File: config.mk
export PLATFORM = sky130hd
export DESIGN_NAME = board_cursor_flat
export DESIGN_NICKNAME = d
export VERILOG_FILES = /design/src/rtl/board_cursor_pkg.sv /design/src/rtl/board_cursor_if.sv /design/src/rtl/board_cursor_button_conditioner.sv /design/src/rtl/board_cursor.sv /design/src/flat_wrapper.sv
export SDC_FILE = /design/constraint.sdc
export NUM_CORES = 1
export LEC_CHECK = 0
export BUFFER_PORTS_ARGS = -buffer_cell sky130_fd_sc_hd__buf_2
export CAP_MARGIN = 10
export CORE_UTILIZATION = 55
export DETAILED_ROUTE_END_ITERATION = 8
export PLACE_DENSITY = 0.76
export SETUP_SLACK_MARGIN = 0.5
export SYNTH_ARGS = -nofsm -noshare
export SYNTH_HDL_FRONTEND = slang
export SYNTH_SLANG_ARGS = --single-unit
File: constraint.sdc
create_clock -name clk -period 6.2 [get_ports clk]
set_clock_uncertainty 0.2 [all_clocks]
set_input_delay 0.62 -clock clk [delete_from_list [all_inputs] [get_ports clk]]
set_output_delay 0.62 -clock clk [all_outputs]
set_load 0.005 [all_outputs]
File: src/rtl/board_cursor_pkg.sv
// Shared types, width helpers and default timing for the board cursor controller.
package board_cursor_pkg;

  // Button index used by the conditioner array and the move logic.
  typedef enum logic [1:0] {
    DIR_UP    = 2'd0,
    DIR_DOWN  = 2'd1,
    DIR_LEFT  = 2'd2,
    DIR_RIGHT = 2'd3
  } dir_e;

  localparam int NUM_DIRS = 4;

  localparam int DEF_SYNC_STAGES     = 2;
  localparam int DEF_DEBOUNCE_CYCLES = 250000;
  localparam int DEF_REPEAT_DELAY    = 25000000;
  localparam int DEF_REPEAT_PERIOD   = 5000000;

  // Bits needed to hold the values 0..n-1, never less than one.
  function automatic int idx_width(input int n);
    return (n <= 2) ? 1 : $clog2(n);
  endfunction

  function automatic int max2(input int a, input int b);
    return (a > b) ? a : b;
  endfunction

endpackage

File: src/rtl/board_cursor_if.sv
// Button inputs and cursor outputs of board_cursor; master is the UI side, slave is the cursor.
interface board_cursor_if #(
  parameter int ROWS = 8,
  parameter int COLS = 8
);
  import board_cursor_pkg::*;

  localparam int ROW_W = idx_width(ROWS);
  localparam int COL_W = idx_width(COLS);

  logic             btn_up;
  logic             btn_down;
  logic             btn_left;
  logic             btn_right;
  logic             enable;
  logic             home;
  logic [ROW_W-1:0] row;
  logic [COL_W-1:0] col;
  logic             moved;
  logic             wrapped;

  modport master (
    output btn_up, btn_down, btn_left, btn_right, enable, home,
    input  row, col, moved, wrapped
  );

  modport slave (
    input  btn_up, btn_down, btn_left, btn_right, enable, home,
    output row, col, moved, wrapped
  );

endinterface

File: src/rtl/board_cursor_button_conditioner.sv
// One push-button: synchroniser, debounce, rising-edge step pulse and, when
// BOARD_CURSOR_AUTOREPEAT_EN is defined, a hold-to-repeat step generator.
module button_conditioner
  import board_cursor_pkg::*;
#(
  parameter int SYNC_STAGES     = DEF_SYNC_STAGES,
  parameter int DEBOUNCE_CYCLES = DEF_DEBOUNCE_CYCLES,
  parameter int REPEAT_DELAY    = DEF_REPEAT_DELAY,
  parameter int REPEAT_PERIOD   = DEF_REPEAT_PERIOD
) (
  input  logic clk,
  input  logic reset,
  input  logic btn_raw,
  output logic step
);

  localparam int              DB_W    = idx_width(DEBOUNCE_CYCLES);
  localparam logic [DB_W-1:0] DB_LAST = DB_W'(DEBOUNCE_CYCLES - 1);

  logic [SYNC_STAGES-1:0] sync_q, sync_d;
  logic [DB_W-1:0]        db_cnt_q, db_cnt_d;
  logic                   level_q, level_d;
  logic                   level_prev_q, level_prev_d;
  logic                   btn_sync;
  logic                   press;

  assign btn_sync = sync_q[SYNC_STAGES-1];
  assign press    = level_q & ~level_prev_q;

  // NOTE: every always_comb output gets a default first so no path leaves it unassigned (no latch).
  always_comb begin
    sync_d       = {sync_q[SYNC_STAGES-2:0], btn_raw};
    level_d      = level_q;
    level_prev_d = level_q;
    db_cnt_d     = '0;
    // The counter only advances on disagreeing samples; any agreeing sample restarts it.
    if (btn_sync != level_q) begin
      if (db_cnt_q == DB_LAST) begin
        level_d = ~level_q;
      end else begin
        db_cnt_d = db_cnt_q + 1'b1;
      end
    end
  end

  // NOTE: sequential state uses non-blocking assignments so all flops sample pre-edge values.
  always_ff @(posedge clk or posedge reset) begin
    if (reset) begin
      sync_q       <= '0;
      db_cnt_q     <= '0;
      level_q      <= 1'b0;
      level_prev_q <= 1'b0;
    end else begin
      sync_q       <= sync_d;
      db_cnt_q     <= db_cnt_d;
      level_q      <= level_d;
      level_prev_q <= level_prev_d;
    end
  end

`ifdef BOARD_CURSOR_AUTOREPEAT_EN
  localparam int               RPT_W     = idx_width(max2(REPEAT_DELAY, REPEAT_PERIOD));
  localparam logic [RPT_W-1:0] RPT_FIRST = RPT_W'(REPEAT_DELAY - 1);
  localparam logic [RPT_W-1:0] RPT_NEXT  = RPT_W'(REPEAT_PERIOD - 1);

  logic [RPT_W-1:0] rpt_q, rpt_d;
  logic             rpt_fire;

  // Down-counter: loaded on the press step, fires at zero while the level stays high.
  always_comb begin
    rpt_d    = '0;
    rpt_fire = 1'b0;
    if (press) begin
      rpt_d = RPT_FIRST;
    end else if (level_q) begin
      if (rpt_q == '0) begin
        rpt_fire = 1'b1;
        rpt_d    = RPT_NEXT;
      end else begin
        rpt_d = rpt_q - 1'b1;
      end
    end
  end

  always_ff @(posedge clk or posedge reset) begin
    if (reset) begin
      rpt_q <= '0;
    end else begin
      rpt_q <= rpt_d;
    end
  end

  assign step = press | rpt_fire;
`else
  logic unused_repeat;
  assign unused_repeat = (REPEAT_DELAY > REPEAT_PERIOD);
  assign step          = press;
`endif

endmodule

File: src/rtl/board_cursor.sv
// 2-D cursor controller: four conditioned buttons step a registered row/column
// position with wrap or saturate at the board edges.
module board_cursor
  import board_cursor_pkg::*;
#(
  parameter int ROWS            = 8,
  parameter int COLS            = 8,
  parameter int WRAP            = 1,
  parameter int HOME_ROW        = 0,
  parameter int HOME_COL        = 0,
  parameter int SYNC_STAGES     = DEF_SYNC_STAGES,
  parameter int DEBOUNCE_CYCLES = DEF_DEBOUNCE_CYCLES,
  parameter int REPEAT_DELAY    = DEF_REPEAT_DELAY,
  parameter int REPEAT_PERIOD   = DEF_REPEAT_PERIOD
) (
  input  logic           clk,
  input  logic           reset,
  board_cursor_if.slave  bus
);

  localparam int               ROW_W    = idx_width(ROWS);
  localparam int               COL_W    = idx_width(COLS);
  localparam logic [ROW_W-1:0] ROW_LAST = ROW_W'(ROWS - 1);
  localparam logic [COL_W-1:0] COL_LAST = COL_W'(COLS - 1);
  localparam logic [ROW_W-1:0] ROW_HOME = ROW_W'(HOME_ROW);
  localparam logic [COL_W-1:0] COL_HOME = COL_W'(HOME_COL);

  logic [NUM_DIRS-1:0] btn_raw;
  logic [NUM_DIRS-1:0] step;
  logic [NUM_DIRS-1:0] step_en;

  logic [ROW_W-1:0] row_q, row_d;
  logic [COL_W-1:0] col_q, col_d;
  logic             moved_q, moved_d;
  logic             wrapped_q, wrapped_d;
  logic             row_wrap, col_wrap;

  assign btn_raw[DIR_UP]    = bus.btn_up;
  assign btn_raw[DIR_DOWN]  = bus.btn_down;
  assign btn_raw[DIR_LEFT]  = bus.btn_left;
  assign btn_raw[DIR_RIGHT] = bus.btn_right;

  for (genvar i = 0; i < NUM_DIRS; i++) begin : g_cond
    button_conditioner #(
      .SYNC_STAGES    (SYNC_STAGES),
      .DEBOUNCE_CYCLES(DEBOUNCE_CYCLES),
      .REPEAT_DELAY   (REPEAT_DELAY),
      .REPEAT_PERIOD  (REPEAT_PERIOD)
    ) u_cond (
      .clk    (clk),
      .reset  (reset),
      .btn_raw(btn_raw[i]),
      .step   (step[i])
    );
  end

  // Conditioners keep running while disabled; only their steps are discarded here.
  assign step_en = bus.enable ? step : '0;

  always_comb begin
    row_d    = row_q;
    col_d    = col_q;
    row_wrap = 1'b0;
    col_wrap = 1'b0;
    if (bus.home) begin
      row_d = ROW_HOME;
      col_d = COL_HOME;
    end else begin
      // Opposing steps on one axis cancel; the two axes are independent.
      if (step_en[DIR_UP] && !step_en[DIR_DOWN]) begin
        if (row_q != '0) begin
          row_d = row_q - 1'b1;
        end else if (WRAP != 0) begin
          row_d    = ROW_LAST;
          row_wrap = 1'b1;
        end
      end else if (step_en[DIR_DOWN] && !step_en[DIR_UP]) begin
        if (row_q != ROW_LAST) begin
          row_d = row_q + 1'b1;
        end else if (WRAP != 0) begin
          row_d    = '0;
          row_wrap = 1'b1;
        end
      end

      if (step_en[DIR_LEFT] && !step_en[DIR_RIGHT]) begin
        if (col_q != '0) begin
          col_d = col_q - 1'b1;
        end else if (WRAP != 0) begin
          col_d    = COL_LAST;
          col_wrap = 1'b1;
        end
      end else if (step_en[DIR_RIGHT] && !step_en[DIR_LEFT]) begin
        if (col_q != COL_LAST) begin
          col_d = col_q + 1'b1;
        end else if (WRAP != 0) begin
          col_d    = '0;
          col_wrap = 1'b1;
        end
      end
    end
    moved_d   = (row_d != row_q) || (col_d != col_q);
    wrapped_d = row_wrap | col_wrap;
  end

  always_ff @(posedge clk or posedge reset) begin
    if (reset) begin
      row_q     <= ROW_HOME;
      col_q     <= COL_HOME;
      moved_q   <= 1'b0;
      wrapped_q <= 1'b0;
    end else begin
      row_q     <= row_d;
      col_q     <= col_d;
      moved_q   <= moved_d;
      wrapped_q <= wrapped_d;
    end
  end

  assign bus.row     = row_q;
  assign bus.col     = col_q;
  assign bus.moved   = moved_q;
  assign bus.wrapped = wrapped_q;

endmodule

File: src/flat_wrapper.sv
// flat-port wrapper written by rule: the top's interface ports become plain ports
module board_cursor_flat import board_cursor_pkg::*;
#(
  parameter int ROWS            = 8,
  parameter int COLS            = 8,
  parameter int WRAP            = 1,
  parameter int HOME_ROW        = 0,
  parameter int HOME_COL        = 0,
  parameter int SYNC_STAGES     = DEF_SYNC_STAGES,
  parameter int DEBOUNCE_CYCLES = DEF_DEBOUNCE_CYCLES,
  parameter int REPEAT_DELAY    = DEF_REPEAT_DELAY,
  parameter int REPEAT_PERIOD   = DEF_REPEAT_PERIOD
)
  (clk, reset, bus_btn_up, bus_btn_down, bus_btn_left, bus_btn_right, bus_enable, bus_home, bus_row, bus_col, bus_moved, bus_wrapped);
  board_cursor_if #(.ROWS(ROWS), .COLS(COLS)) bus_i ();
  input  logic clk;
  input  logic reset;
  input wire logic [$bits(bus_i.btn_up)-1:0] bus_btn_up;
  input wire logic [$bits(bus_i.btn_down)-1:0] bus_btn_down;
  input wire logic [$bits(bus_i.btn_left)-1:0] bus_btn_left;
  input wire logic [$bits(bus_i.btn_right)-1:0] bus_btn_right;
  input wire logic [$bits(bus_i.enable)-1:0] bus_enable;
  input wire logic [$bits(bus_i.home)-1:0] bus_home;
  output wire logic [$bits(bus_i.row)-1:0] bus_row;
  output wire logic [$bits(bus_i.col)-1:0] bus_col;
  output wire logic [$bits(bus_i.moved)-1:0] bus_moved;
  output wire logic [$bits(bus_i.wrapped)-1:0] bus_wrapped;
  assign bus_i.btn_up = bus_btn_up;
  assign bus_i.btn_down = bus_btn_down;
  assign bus_i.btn_left = bus_btn_left;
  assign bus_i.btn_right = bus_btn_right;
  assign bus_i.enable = bus_enable;
  assign bus_i.home = bus_home;
  assign bus_row = bus_i.row;
  assign bus_col = bus_i.col;
  assign bus_moved = bus_i.moved;
  assign bus_wrapped = bus_i.wrapped;
  board_cursor #(.ROWS(ROWS), .COLS(COLS), .WRAP(WRAP), .HOME_ROW(HOME_ROW), .HOME_COL(HOME_COL), .SYNC_STAGES(SYNC_STAGES), .DEBOUNCE_CYCLES(DEBOUNCE_CYCLES), .REPEAT_DELAY(REPEAT_DELAY), .REPEAT_PERIOD(REPEAT_PERIOD)) u_core (.clk(clk), .reset(reset), .bus(bus_i));
endmodule
; Yosys cells after proc, flatten, opt, wreduce, memory -nomap -nowiden
; Cells that the tools add are included.
[classes]
add_sub_neg = 8
multipliers = 0
n_div = 0
magnitude_cmp = 0
eq_ne = 12
shift = 0
muxes = 29
bitwise_logic = 13
n_reduce_logical = 15
[op_table]
columns = op, n
row1 = 2-to-1 mux 18 bit, 8
row2 = "adder 18 x 1 -> 18 bit, second input constant", 4
row3 = "equality test 18 bit, second input constant", 4
row4 = 2-to-1 mux 3 bit, 10
row5 = 2-to-1 mux 1 bit, 10
row6 = NOT 1 bit, 8
row7 = AND reduction 2 bit, 4
row8 = "adder 3 x 1 -> 3 bit, second input constant", 2
row9 = inequality test 3 bit, 2
row10 = "inequality test 3 bit, second input constant", 2
row11 = nonzero test 3 bit, 2
row12 = "subtractor 3 x 1 -> 3 bit, second input constant", 2
row13 = bitwise AND 1 bit, 4
row14 = logical AND 1 bit, 4
row15 = logical NOT 1 bit, 4
row16 = 2-to-1 mux 4 bit, 1
row17 = inequality test 1 bit, 4
row18 = logical OR 1 bit, 1
row19 = bitwise OR 1 bit, 1
[word_totals]
reg_bits = 96
latch_bits = 0
ramBits = 0
romBits = 0
out_inout_bits = 8
memories = 0

; Depth between registers and ports, before layout
[depth]
depth_word = 10
depth_mapped = 7
depth_no_buf = 7

; Cells and area by module
; A second synthesis with hierarchy kept.
[unflattened]
hier_cells = 527
area_unflattened_um2 = 5180.0
[by_module_without_submodules]
columns = module, instances, cells_per_inst, area_per_inst_um2
row1 = button_conditioner, 4, 106, 1087.3
row2 = board_cursor, 1, 103, 830.8

; Worst setup path after synthesis
; Ideal clock, no wire load.
[synth_timing]
kind = input -> register
startpoint = input bus_enable
endpoint = register u_core.moved_q, in the netlist u_core.bus.moved
setup_ns = 0.139
arrival_time_ns = 1.706
path_slack_ns = 4.155
stages = 6
n_path_buf = 1
cell_sequence = buf_2 nand3b_1 nor3_1 a211o_1 a2bb2oi_1 nand4_1
[synth_via]
elab_chain_cells = 8
[synth_rtl]
columns = element, line
row1 = "start, declared", flat_wrapper.sv:22  ; input wire logic [$bits(bus_i.enable)-1:0] bus_enable;
row2 = 2-to-1 mux 4 bit (*), board_cursor.sv:58  ; assign step_en = bus.enable ? step : '0;
row3 = logical NOT 1 bit (on tied branches), "board_cursor.sv:77, board_cursor.sv:93"
row4 = logical AND 1 bit (on tied branches), "board_cursor.sv:77, board_cursor.sv:93"
row5 = 2-to-1 mux 3 bit (on tied branches), "board_cursor.sv:77, board_cursor.sv:93"
row6 = 2-to-1 mux 3 bit (on tied branches), "board_cursor.sv:70, board_cursor.sv:86"
row7 = 2-to-1 mux 3 bit, board_cursor.sv:65  ; if (bus.home) begin
row8 = inequality test 3 bit, board_cursor.sv:102  ; moved_d = (row_d != row_q) || (col_d != col_q);
row9 = logical OR 1 bit (*), board_cursor.sv:102
row10 = via u_core.moved_d, board_cursor.sv:34  ; logic moved_q, moved_d;
row11 = "end signal, assigned", board_cursor.sv:115  ; moved_q <= moved_d;
row12 = "end, declared", board_cursor.sv:34
; Mark *: on every way through the listed nets, which the timed path passes. The rest lies on a longest branch.
; A chain may end at the register's enable or synchronous reset.

; Worst setup path after layout
[layout_timing]
startpoint = register u_core.row_q[0], in the netlist u_core.bus.row[0]
endpoint = register u_core.moved_q, in the netlist u_core.bus.moved
[layout_via]
elab_chain_cells = 7
[layout_rtl]
columns = element, line
row1 = "start, declared", board_cursor.sv:32  ; logic [ROW_W-1:0] row_q, row_d;
row2 = "start signal, assigned", board_cursor.sv:113  ; row_q <= row_d;
row3 = adder 3 x 1 -> 3 bit or inequality test 3 bit (tied branches), "board_cursor.sv:79, board_cursor.sv:78"
row4 = 2-to-1 mux 3 bit, board_cursor.sv:78  ; if (row_q != ROW_LAST) begin
row5 = 2-to-1 mux 3 bit, board_cursor.sv:77  ; end else if (step_en[DIR_DOWN] && !step_en[DIR_UP]) begin
row6 = 2-to-1 mux 3 bit, board_cursor.sv:70  ; if (step_en[DIR_UP] && !step_en[DIR_DOWN]) begin
row7 = 2-to-1 mux 3 bit, board_cursor.sv:65
row8 = inequality test 3 bit (*), board_cursor.sv:102
row9 = logical OR 1 bit (*), board_cursor.sv:102
row10 = via u_core.moved_d, board_cursor.sv:34
; Marked as above.

==> impl_metrics.tcl <==
set metrics [dict create \
    yosys_register_bits 96 \
    cts.sinks 96 \
    synth_edf_count 0 \
    grt_pass1_vias 3190 \
    seq_area_sq_mm 0.00240 \
    die_width_um 95.0 \
    worst_pin_slew_ns 1.07 \
    grt_pass1_wl_um 14200 \
    dp_hpwl_um 5480 \
    finalSetupViolCount 0 \
    post-route-period-util_pct 37.9 \
    critPathMaxFanout 6 \
    irDropWorstVdd_mv 0.127 \
    grt_usage_pct 20.1 \
    setup_tns_ns 0 \
    synth.avg_cell_area_sq_um 9.88 \
    fmax_ghz 0.426 \
    rsz0062_at_grt "false" \
    start_kind "flop" \
    syn_inst 481 \
    rows 33 \
    wl_per_cell_um 13.2 \
    power.density_mw_per_mm2 214 \
    r2r_setup_slack_ns 3.85 \
    syn2layout_area_growth_pct 7.29 \
    antenna_left 0 \
    worst-endpoint-required_ns 6.21 \
    grt_overflow_total 0 \
    hold_violations 0 \
    post_route_cells_drive_above_1_share_pct 9.40 \
    synth.cell_area_sq_mm 0.00475 \
    ios 16 \
    critPathKind "flop to flop" \
    synthArstFlopShare_pct 100 \
    drc 0 \
    synth_fp_nets 501 \
    multiInputGateArea_sq_mm 0.00218 \
    max-cap-violations 0 \
    nNetsFinal 515 \
    io_buffers 15 \
    antenna_found_initial 0 \
    nFillCells 664 \
    root_buffer "clkbuf_8" \
    cts_tree "done" \
    period_needed_ns 2.35 \
    cts_made_buffers 9 \
    clk_pin_slew_ns 0.10 \
    firstDrtPassIters 4 \
    clk_path_buf_depth 2 \
    synth_cell_types 49 \
    hold_class "flop to flop" \
    htree_num_levels 3 \
    static-leakage-power_uw 0.00220 \
    drtIter0Drc 133 \
    num_vias 3335 \
    timing.final.ws_setup_ns 3.85 \
    yosysWarnings 0 \
    synthFlopType "dfrtp_1" \
    final_common_cell "dfrtp_1" \
    insertion_delay_ns 0.36 \
    grt_max_degree 89 \
    die_y_um 95.0 \
    drt-total-wl_um 8010 \
    seq_area_frac_synth_pct 50.5 \
    cts_resized 0 \
    place_ws_ns 3.82 \
    maxSlewViolCount 0 \
    worstPathArrival_ns 2.36 \
    coreArea_sq_mm 0.00830 \
    vias_per_cell 5.51 \
    relSlewSlack_pct 28.6 \
    setup.worst_path.end_class "flop" \
    start_util_pct 57.3 \
    fp.dieArea_sq_mm 0.00902 \
    gp_congestion 0.850 \
    num_antenna_cells 0 \
    final_cell_mix "dfrtp_1, nor2_1, xor2_1" \
    status "finished clean" \
]
[path summary, 6_finish.rpt]
path                                                                  start                                             end  cells past startpoint
min in group asynchronous                                             reset  u_core.g_cond[3].u_cond.db_cnt_q[13]$_DFF_PP0_                      3
worst max register to register                  u_core.bus.row[0]$_DFF_PP0_                      u_core.bus.moved$_DFF_PP0_                      7
worst min register to register  u_core.g_cond[2].u_cond.sync_q[0]$_DFF_PP0_     u_core.g_cond[2].u_cond.sync_q[1]$_DFF_PP0_                      0
max in group asynchronous                                             reset   u_core.g_cond[0].u_cond.db_cnt_q[3]$_DFF_PP0_                      4
worst min-delay path            u_core.g_cond[2].u_cond.sync_q[0]$_DFF_PP0_     u_core.g_cond[2].u_cond.sync_q[1]$_DFF_PP0_                      0
worst max-delay path                            u_core.bus.row[0]$_DFF_PP0_                      u_core.bus.moved$_DFF_PP0_                      7
[flip-flops by register name (all words and copies together), names as in the netlist]
name / flops
u_core.bus.col: 3
u_core.bus.row: 3
u_core.g_cond.u_cond.level_prev_d: 4
u_core.bus.wrapped: 1
u_core.bus.moved: 1
u_core.g_cond.u_cond.db_cnt_q: 72
u_core.g_cond.u_cond.level_prev_q: 4
u_core.g_cond.u_cond.sync_q: 8
[stage by stage]
stage	area (sq um)	power, uW	std cells	utilization, %	hold WS [ns]
floorplan	4750	686	481	-	0.131
finish	5100	1090	605	61.5	0.154
global placement	4890	695	588	58.9	0.132
CTS	5100	1110	605	61.5	0.148
detailed placement	4890	698	588	58.9	0.139
global route	5100	1140	605	61.5	0.139
[cell usage after synthesis (all sizes together) (4+ instances only)]
library cell	number	area share [%]
nand3b	5	0.79
nand2b	6	0.79
a211oi	4	0.63
clkbuf	4	0.32
mux2	6	1.5
ha	12	3.2
xor2	37	6.8
nor4	14	1.8
nor2	95	7.5
nor2b	6	0.79
dfrtp	96	51
xnor2	32	5.9
and3	5	0.66
nand3	35	3.7
nand2	22	1.7
buf	10	1.3
nand4	12	1.6
nor3	12	1.3
or2	8	1.1
o21ai	6	0.63
inv	24	1.9
[layer usage]
metal,routed length [um],global-route usage (%),up-vias
li1,-,-,1661
met1,3970,27.6,1617
met2,3680,31.5,44
met3,226,3.86,13
met4,135,7.95,0
met5,0,0,-
[what timing repair did]
| item | 4_1_cts | 5_1_grt |
|---|---|---|
| hold buffers | 1 | 0 |
| setup buffers | 0 | 0 |
| endpoints found under the setup margin | 0 | 0 |
| endpoints found under the hold margin | 8 | 0 |
[layout make-up]
class | count | share of cell area [%]
flip-flops and latches | 96 | 47.1
clock buffers | 11 | 2.77
clock inverters | 5 | 1.10
inverters | 24 | 1.79
repair buffers | 17 | 1.82
well taps | 105 | 2.58
multi-input cells | 347 | 42.8
[where the power goes]
| part | internal (uW) | switching, uW | leakage (uW) |
|---|---|---|---|
| clock | 197 | 210 | 0.0000993 |
| combinational | 12.5 | 29.0 | 0.000795 |
| sequential | 635 | 7.72 | 0.00131 |
[worst max-delay path, cell delays in order, from the launching register on]
cell	delay (ns)
dfrtp_1	0.47
inv_1	0.15
ha_1	0.20
nor2b_1	0.29
a2111o_1	0.19
a221oi_1	0.08
nor4b_1	0.47
nand4_1	0.16
[cells by family (layout without fill, tap and decap cells)]
logic type	count (synthesis)	count (layout)	share of synthesized area (%)
AO/OA/AOI/OAI	32	32	5.40
AND/OR/NAND/NOR	228	228	23.2
adder cells (fa/ha/maj)	12	12	3.16
buffers and inverters	38	57	3.50
multiplexers	6	6	1.50
XOR/XNOR	69	69	12.7
flip-flops	96	96	50.5
Note: power is estimated with default switching activity, not from simulation.
